[src/rtl/npuarc_mmu_ntlb_pd1_ctrl.sv]
// nTLB PD1 RAM access controller: arbitrates sweep > refill write > lookup and sequences WAKE/RUN/DS/SD power modes.
// Lookup data arrives 1 cycle after ack (2 with NPUARC_NTLB_PD1_RDATA_REG_EN); requests stall (no ack) during a sweep or outside RUN.
module npuarc_mmu_ntlb_pd1_ctrl #(
   parameter int DATA_W      = 32,
   parameter int ADDR_W      = 7,
   parameter int DEPTH       = 128,
   parameter int WAKE_CYCLES = 4
) (
   input  logic              clk,
   input  logic              rst_a,
   input  logic              lkp_req,
   input  logic [ADDR_W-1:0] lkp_addr,
   output logic              lkp_ack,
   output logic              lkp_rvalid,
   output logic [DATA_W-1:0] lkp_rdata,
   input  logic              wr_req,
   input  logic [ADDR_W-1:0] wr_addr,
   input  logic [DATA_W-1:0] wr_data,
   output logic              wr_ack,
   input  logic              inv_start,
   output logic              inv_busy,
   output logic              inv_done,
   input  logic              pwr_ds_req,
   input  logic              pwr_sd_req,
   output logic              pwr_rdy,
   output logic [ADDR_W-1:0] ram_addr,
   output logic [DATA_W-1:0] ram_din,
   output logic              ram_cs,
   output logic              ram_we,
   output logic              ram_ds,
   output logic              ram_sd,
   output logic              ram_ls,
   input  logic [DATA_W-1:0] ram_dout
);

   localparam int CNT_W = (WAKE_CYCLES > 1) ? $clog2(WAKE_CYCLES) : 1;
   localparam logic [CNT_W-1:0]  WAKE_LOAD = CNT_W'(WAKE_CYCLES - 1);
   localparam logic [ADDR_W-1:0] LAST_IDX  = ADDR_W'(DEPTH - 1);

   typedef enum logic [1:0] {
      ST_WAKE = 2'd0,
      ST_RUN  = 2'd1,
      ST_DS   = 2'd2,
      ST_SD   = 2'd3
   } pwr_state_t;

   pwr_state_t        state, state_nxt;
   logic [CNT_W-1:0]  wake_cnt, wake_cnt_nxt;
   logic              inv_busy_q;
   logic              inv_done_q;
   logic [ADDR_W-1:0] inv_idx;
   logic              rd_pend;
   logic              rd_inflight;
   logic              run_idle;

   // Single RAM port: at most one of sweep, write, lookup per cycle.
   always_comb begin
      lkp_ack  = 1'b0;
      wr_ack   = 1'b0;
      ram_cs   = 1'b0;
      ram_we   = 1'b0;
      ram_addr = '0;
      ram_din  = '0;
      if (state == ST_RUN) begin
         if (inv_busy_q) begin
            ram_cs   = 1'b1;
            ram_we   = 1'b1;
            ram_addr = inv_idx;
         end else if (wr_req) begin
            wr_ack   = 1'b1;
            ram_cs   = 1'b1;
            ram_we   = 1'b1;
            ram_addr = wr_addr;
            ram_din  = wr_data;
         end else if (lkp_req) begin
            lkp_ack  = 1'b1;
            ram_cs   = 1'b1;
            ram_addr = lkp_addr;
         end
      end
   end

   // RUN may only be left when the RAM port is completely quiet.
   assign run_idle = !inv_busy_q && !rd_inflight && !lkp_req && !wr_req && !inv_start;

   always_comb begin
      state_nxt    = state;
      wake_cnt_nxt = wake_cnt;
      case (state)
         ST_WAKE: begin
            if (wake_cnt == '0) begin
               if (pwr_sd_req)      state_nxt = ST_SD;
               else if (pwr_ds_req) state_nxt = ST_DS;
               else                 state_nxt = ST_RUN;
            end else begin
               wake_cnt_nxt = wake_cnt - 1'b1;
            end
         end
         ST_RUN: begin
            if (run_idle && (pwr_sd_req || pwr_ds_req))
               state_nxt = pwr_sd_req ? ST_SD : ST_DS;
         end
         ST_DS: begin
            if (pwr_sd_req) begin
               state_nxt = ST_SD;
            end else if (!pwr_ds_req) begin
               state_nxt    = ST_WAKE;
               wake_cnt_nxt = WAKE_LOAD;
            end
         end
         ST_SD: begin
            if (!pwr_sd_req && !pwr_ds_req) begin
               state_nxt    = ST_WAKE;
               wake_cnt_nxt = WAKE_LOAD;
            end
         end
         default: begin
            state_nxt    = ST_WAKE;
            wake_cnt_nxt = WAKE_LOAD;
         end
      endcase
   end

   always_ff @(posedge clk or negedge rst_a) begin
      if (!rst_a) begin
         state    <= ST_WAKE;
         wake_cnt <= WAKE_LOAD;
      end else begin
         state    <= state_nxt;
         wake_cnt <= wake_cnt_nxt;
      end
   end

   // Sweep index stops at the last entry; busy drops and done pulses together.
   always_ff @(posedge clk or negedge rst_a) begin
      if (!rst_a) begin
         inv_busy_q <= 1'b0;
         inv_done_q <= 1'b0;
         inv_idx    <= '0;
      end else begin
         inv_done_q <= inv_busy_q && (inv_idx == LAST_IDX);
         if (inv_busy_q) begin
            if (inv_idx == LAST_IDX) inv_busy_q <= 1'b0;
            else                     inv_idx    <= inv_idx + 1'b1;
         end else if ((state == ST_RUN) && inv_start) begin
            inv_busy_q <= 1'b1;
            inv_idx    <= '0;
         end
      end
   end

   always_ff @(posedge clk or negedge rst_a) begin
      if (!rst_a) rd_pend <= 1'b0;
      else        rd_pend <= lkp_ack;
   end

`ifdef NPUARC_NTLB_PD1_RDATA_REG_EN
   logic              rvalid_q;
   logic [DATA_W-1:0] rdata_q;

   always_ff @(posedge clk or negedge rst_a) begin
      if (!rst_a) begin
         rvalid_q <= 1'b0;
         rdata_q  <= '0;
      end else begin
         rvalid_q <= rd_pend;
         rdata_q  <= rd_pend ? ram_dout : '0;
      end
   end

   assign rd_inflight = rd_pend || rvalid_q;
   assign lkp_rvalid  = rvalid_q;
   assign lkp_rdata   = rdata_q;
`else
   // Gated so the data bus reads zero whenever no read is being returned.
   assign rd_inflight = rd_pend;
   assign lkp_rvalid  = rd_pend;
   assign lkp_rdata   = rd_pend ? ram_dout : '0;
`endif

   assign inv_busy = inv_busy_q;
   assign inv_done = inv_done_q;
   assign pwr_rdy  = (state == ST_RUN);
   assign ram_ds   = (state == ST_DS);
   assign ram_sd   = (state == ST_SD);
   assign ram_ls   = 1'b0;

endmodule

[config.mk]
export PLATFORM = sky130hd
export DESIGN_NAME = npuarc_mmu_ntlb_pd1_ctrl
export DESIGN_NICKNAME = d
export VERILOG_FILES = /design/src/rtl/npuarc_mmu_ntlb_pd1_ctrl.sv
export SDC_FILE = /design/constraint.sdc
export NUM_CORES = 1
export LEC_CHECK = 0
export CAP_MARGIN = 10
export CORE_MARGIN = 10
export CORE_UTILIZATION = 26
export DETAILED_ROUTE_END_ITERATION = 6
export GPL_TIMING_DRIVEN = 0
export PLACE_DENSITY = 0.82
export SLEW_MARGIN = 25
export SYNTH_ARGS = -nofsm -noshare
export SYNTH_HDL_FRONTEND = slang
export SYNTH_SLANG_ARGS = --single-unit
[constraint.sdc]
create_clock -name clk -period 1.6 [get_ports clk]
set_clock_uncertainty 0.05 [all_clocks]
set_input_delay 0.16 -clock clk [delete_from_list [all_inputs] [get_ports clk]]
set_output_delay 0.16 -clock clk [all_outputs]
set_load 0.1 [all_outputs]
# Word-level counts from Yosys, hierarchy flattened
# Index checks and enable logic that the tools add are counted.
[word_totals]
regBits = 14
word_cells = 83
[classes]
n_addsub = 2
n_eq_ne = 12
muxes = 40
reduce_logical = 23
[ops]
columns = ["op", "n"]
rows = [
  ["two-way mux 32 bit", 4],
  ["two-way mux 7 bit", 7],
  ["two-way mux 2 bit", 11],
  ["two-way mux 1 bit", 16],
  ["inequality test 2 bit, second input constant", 5],
  ["logical AND 1 bit", 8],
  ["one-hot mux 2 bit (4 select lines)", 1],
  ["adder 7 x 1 -> 7 bit, second input constant", 1],
  ["equality test 7 bit, second input constant", 1],
  ["logical NOT 1 bit", 7],
  ["one-hot mux 2 bit (3 select lines)", 1],
  ["AND reduction 5 bit", 1],
  ["equality test 2 bit, second input constant", 2],
  ["logical NOT 2 bit", 2],
  ["inequality test 2 x 1 -> 1 bit, second input constant", 2],
  ["AND reduction 4 bit", 1],
  ["inequality test 3 bit, second input constant", 1],
  ["nonzero test 3 bit", 1],
  ["equality test 2 x 1 -> 1 bit, second input constant", 1],
  ["AND reduction 2 bit", 1],
  ["nonzero test 2 bit", 1],
  ["subtractor 2 x 1 -> 2 bit, second input constant", 1],
  ["logical OR 1 bit", 1],
]

# Logic depth before layout (Yosys ltp)
[logic_depth]
word_depth = 8
mapped_depth = 6
depth_no_buf = 6

# Least setup slack after synthesis
# Ideal clock, no wire load.
[synth_path]
path_kind = "register to output"
from = "register state[1]"
to = "output ram_addr[1]"
arrival_ps = 2991
required_time_ps = 1390
setup_slack_ps = -1601
stages_incl_launch_ff = 7
n_path_buf = 1
path_cell_list = "dfrtp_1 nand2b_2 inv_2 and3_1 clkbuf_1 a222oi_1 inv_1"
[synth_via]
elab_chain_len = 2
[synth_lines]
columns = ["item", "line", "text"]
rows = [
  ["start: declaration", "47", "pwr_state_t state, state_nxt;"],
  ["start signal: assignment", "129", "state <= state_nxt;"],
  ["equality test 2 x 1 -> 1 bit", "--", ""],
  ["named net pwr_rdy", "25", "output logic pwr_rdy,"],
  ["two-way mux 7 bit", "64", "if (state == ST_RUN) begin"],
  ["end: declaration", "26", "output logic [ADDR_W-1:0] ram_addr,"],
]
# The timed path passes the listed nets, and every way through them passes these cells.

# Worst setup path after layout
[layout_path]
from = "register inv_busy_q, in the netlist inv_busy"
to = "output ram_din[17]"
[layout_via]
elab_chain_len = 2
[layout_lines]
columns = ["item", "line", "text"]
rows = [
  ["start: declaration", "49", "logic inv_busy_q;"],
  ["start signal: assignment", "137", "inv_busy_q <= 1'b0;"],
  ["start signal: assignment", "143", "if (inv_idx == LAST_IDX) inv_busy_q <= 1'b0;"],
  ["start signal: assignment", "146", "inv_busy_q <= 1'b1;"],
  ["two-way mux 32 bit", "65", "if (inv_busy_q) begin"],
  ["two-way mux 32 bit", "64", ""],
  ["end: declaration", "27", "output logic [DATA_W-1:0] ram_din,"],
]
# Every way passes these cells.

==> impl_metrics.py <==
metrics = {
    "outcome": {
        "status": "complete, but fails checks",
        "violations": "setup timing",
    },
    "cts": {
        "cts-buffers-inserted": 3,
        "cts_tree": "done",
        "ctsLongestPathBuffers": 2,
        "cts.clk_slew.worst_paths_ns": 0.06,
        "cts.root.buffer_cell": "sky130_fd_sc_hd__clkbuf_8",
        "hold_buffers": 0,
        "clock_sink_count": 14,
        "clock_latency_ns": 0.25,
        "cts-htree-levels": 1,
    },
    "floorplanning": {
        "fp.coreArea_um2": 4820,
        "placementRows": 25,
        "fp.dieArea_um2": 8300,
        "initial_cell_density_of_the_core_pct": 27.3,
        "io-pin-count": 167,
        "dieHeight_um": 91.1,
        "die_width_um": 91.1,
    },
    "grt": {
        "grt_start_max_net_pins": 15,
        "grt.overflow.total": 0,
        "globalRouteTotalUtil_pct": 19.7,
        "grt_pass1_wl_um": 13000,
        "antenna_found_initial": 0,
        "grt_pass1_vias": 2017,
    },
    "setup_path": {
        "cp-end-kind": "output port",
        "critical_path.startpoint_type": "flip-flop",
        "worstPathArrival_ns": 1.79,
        "cp_data_required_time_ns": 1.39,
        "critical_path.max_fanout": 6,
        "path_class": "reg2out",
    },
    "finish": {
        "diodes": 0,
        "stdcell_count": 428,
        "num-fill-cells": 266,
        "layout-area-overhead-vs-synth_pct": 209,
        "layout-drive-gt1-share_pct": 60.9,
        "nets": 449,
    },
    "routing": {
        "remaining_drc_errors": 0,
        "first_pass_iters": 4,
        "drtAntennaViolNets": 0,
        "dr.first_iter.drc_count": 125,
        "postRouteWirelength_um": 9250,
        "wl_per_cell_um": 21.6,
        "avgViaCountPerCell": 4.70,
        "vias": 2010,
    },
    "place": {
        "dp.cells": 402,
        "dp_hpwl_um": 6370,
        "gpl.final_weighted_congestion": 0.756,
        "port_buffers": 165,
    },
    "flow_run": {
        "cap_viol_max_count": 0,
    },
    "power_and_ir_drop": {
        "irDropWorstVdd_mv": 1.22,
        "power_density_nw_per_um2": 994,
        "power.leakage_nw": 1.80,
    },
    "logic_synthesis": {
        "syn_area_per_cell_um2": 7.74,
        "synth_cell_types": 36,
        "synthMuxAreaShare_pct": 0,
        "synth_seq_area_share_pct": 26.8,
        "synth-seq-cells": 14,
        "warnings_from_yosys": 0,
        "synth-xor-area-share_pct": 2.00,
        "synthCells": 170,
        "synth-edff-count": 0,
        "synth-simple-area-share_pct": 45.3,
        "synth.net_count": 257,
        "synth-compound-area-share_pct": 15.5,
        "synth_ff_type": "sky130_fd_sc_hd__dfrtp_1",
        "post_synth_fa_ha_maj_area_fraction_pct": 1.90,
        "combinational_family_with_the_most_area_after_synthesis": "simple AND/OR/NAND/NOR gates",
        "syn-cell-area_um2": 1320,
        "ys_async_sr_fraction_pct": 100,
    },
    "timing": {
        "setup-violations-final": 53,
        "worst_slew_pin_slew_ns": 0.626,
        "finalSetupTns_ns": -15.21,
        "fmax_mhz": 501,
        "finalMaxSlewViolations": 0,
        "hold_violations": 0,
        "timing.hold.ws_ns": 0.250,
        "finalWorstPathRequiredPeriod_ns": 2.00,
        "maxSlewHeadroom_pct": 58.1,
        "layout_worst_path_cycle_share_pct": 125,
        "post-route-worst-setup-slack_ns": -0.395,
        "grt_setup_unrepaired": "true",
    },
    "hold_path": {
        "min-delay-path-class": "in2async",
    },
}
cell type report:
| type | instances | area, um2 | area share, % |
|---|---|---|---|
| Timing Repair Buffer | 191 | 2330 | 57.3 |
| Tap cell | 67 | 83.8 | 2.06 |
| Sequential cell | 14 | 362 | 8.89 |
| Buffer | 8 | 73.8 | 1.81 |
| Clock buffer | 4 | 45.0 | 1.11 |
| Multi-Input combinational cell | 133 | 1120 | 27.5 |
| Inverter | 11 | 53.8 | 1.32 |
cells in the final DEF (no fill, tap or decap), drive strengths merged, types with 3 or more instances in the layout:
master and n:
o21ai 6, buf 110, dfrtp 12, a21oi 7
clkbuf 7, nand2 5, and2 67, inv 11
clkdlybuf4s50 83, nor2 13, a222oi 6, o22a 3
through the flow:
step | worst slack (ns) | cell area, um2 | util [%] | power (W)
3_3_place_gp | -1.35 | 3290 | 68.2 | 0.00315
2_1_floorplan | -0.284 | 1550 | - | 0.00250
4_1_cts | -0.382 | 3800 | 78.9 | 0.00378
6_report | -0.395 | 4070 | 84.4 | 0.00404
3_5_place_dp | -1.34 | 3290 | 68.2 | 0.00320
5_1_grt | -0.480 | 4070 | 84.4 | 0.00423
sequential cells by signal, summed over array words and instances, names as in the netlist:
name / count
inv_busy: 1
lkp_rvalid: 1
state: 2
wake_cnt: 2
inv_idx: 7
inv_done: 1
Yosys cell counts (2+ instances only):
master,number,area (um2)
sky130_fd_sc_hd__a21oi_1,7,35.0
sky130_fd_sc_hd__a222oi_1,6,60.1
sky130_fd_sc_hd__and2_1,65,407
sky130_fd_sc_hd__and3_1,2,12.5
sky130_fd_sc_hd__buf_2,2,10.0
sky130_fd_sc_hd__buf_4,3,22.5
sky130_fd_sc_hd__clkbuf_1,6,22.5
sky130_fd_sc_hd__dfrtp_1,12,300
sky130_fd_sc_hd__dfstp_2,2,52.6
sky130_fd_sc_hd__ha_1,2,25.0
sky130_fd_sc_hd__inv_1,10,37.5
sky130_fd_sc_hd__nand2_1,5,18.8
sky130_fd_sc_hd__nand4_1,2,12.5
sky130_fd_sc_hd__nor2_1,13,48.8
sky130_fd_sc_hd__nor3_1,2,10.0
sky130_fd_sc_hd__o211ai_1,2,15.0
sky130_fd_sc_hd__o21ai_0,6,30.0
sky130_fd_sc_hd__o22a_1,3,26.3
sky130_fd_sc_hd__or3_1,2,12.5
sky130_fd_sc_hd__xor2_1,2,17.5
power breakdown:
part	switching [W]	internal (W)	total, W	leakage, nW
registers	0.000203	0.000512	0.000715	0.164
clock network	0.000130	0.000176	0.000306	0.0228
logic	0.00185	0.00117	0.00302	1.61
path summary, 6_finish.rpt:
kind                                    end  depth (start not counted)   startpoint  slack [ns]
worst max-delay path            ram_din[17]                          7     inv_busy       -0.40
worst min-delay path             inv_idx[0]                          1        rst_a        0.25
worst max register to register   inv_idx[4]                          8     inv_busy       -0.12
worst min register to register  wake_cnt[0]                          1  wake_cnt[0]        0.48
max in group asynchronous        lkp_rvalid                          1        rst_a        0.78
min in group clk                wake_cnt[0]                          1  wake_cnt[0]        0.48
per-layer routing:
layer / up-vias / track usage (%) / wire [um]
met1: 945 / 21.6 / 3490
met2: 109 / 37.4 / 5000
met5: - / 0 / 0
li1: 951 / - / -
met3: 5 / 5.51 / 711
met4: 0 / 2.61 / 61
repair_timing:
item | in CTS | in global routing
setup buffers | 15 | 11
endpoints found under the setup margin | 84 | 85
pin swaps | 17 | 14
gates resized for setup | 620 | 69
cloned | 3 | 0
worst max-delay path: stages, from the launching register on:
cell,delay (ns)
sky130_fd_sc_hd__dfrtp_4,0.51
sky130_fd_sc_hd__buf_8,0.14
sky130_fd_sc_hd__nor3b_4,0.18
sky130_fd_sc_hd__buf_6,0.14
sky130_fd_sc_hd__buf_6,0.12
sky130_fd_sc_hd__buf_6,0.12
sky130_fd_sc_hd__and2_4,0.15
sky130_fd_sc_hd__buf_12,0.17
cells by family after synthesis:
| group | after synthesis |
|---|---|
| AND/OR/NAND/NOR | 100 |
| flip-flops | 14 |
| adder cells (fa/ha/maj) | 2 |
| XOR/XNOR | 3 |
| other | 1 |
| AO/OA/AOI/OAI | 27 |
| buffers and inverters | 23 |
Note: power is estimated with default switching activity, not from simulation.
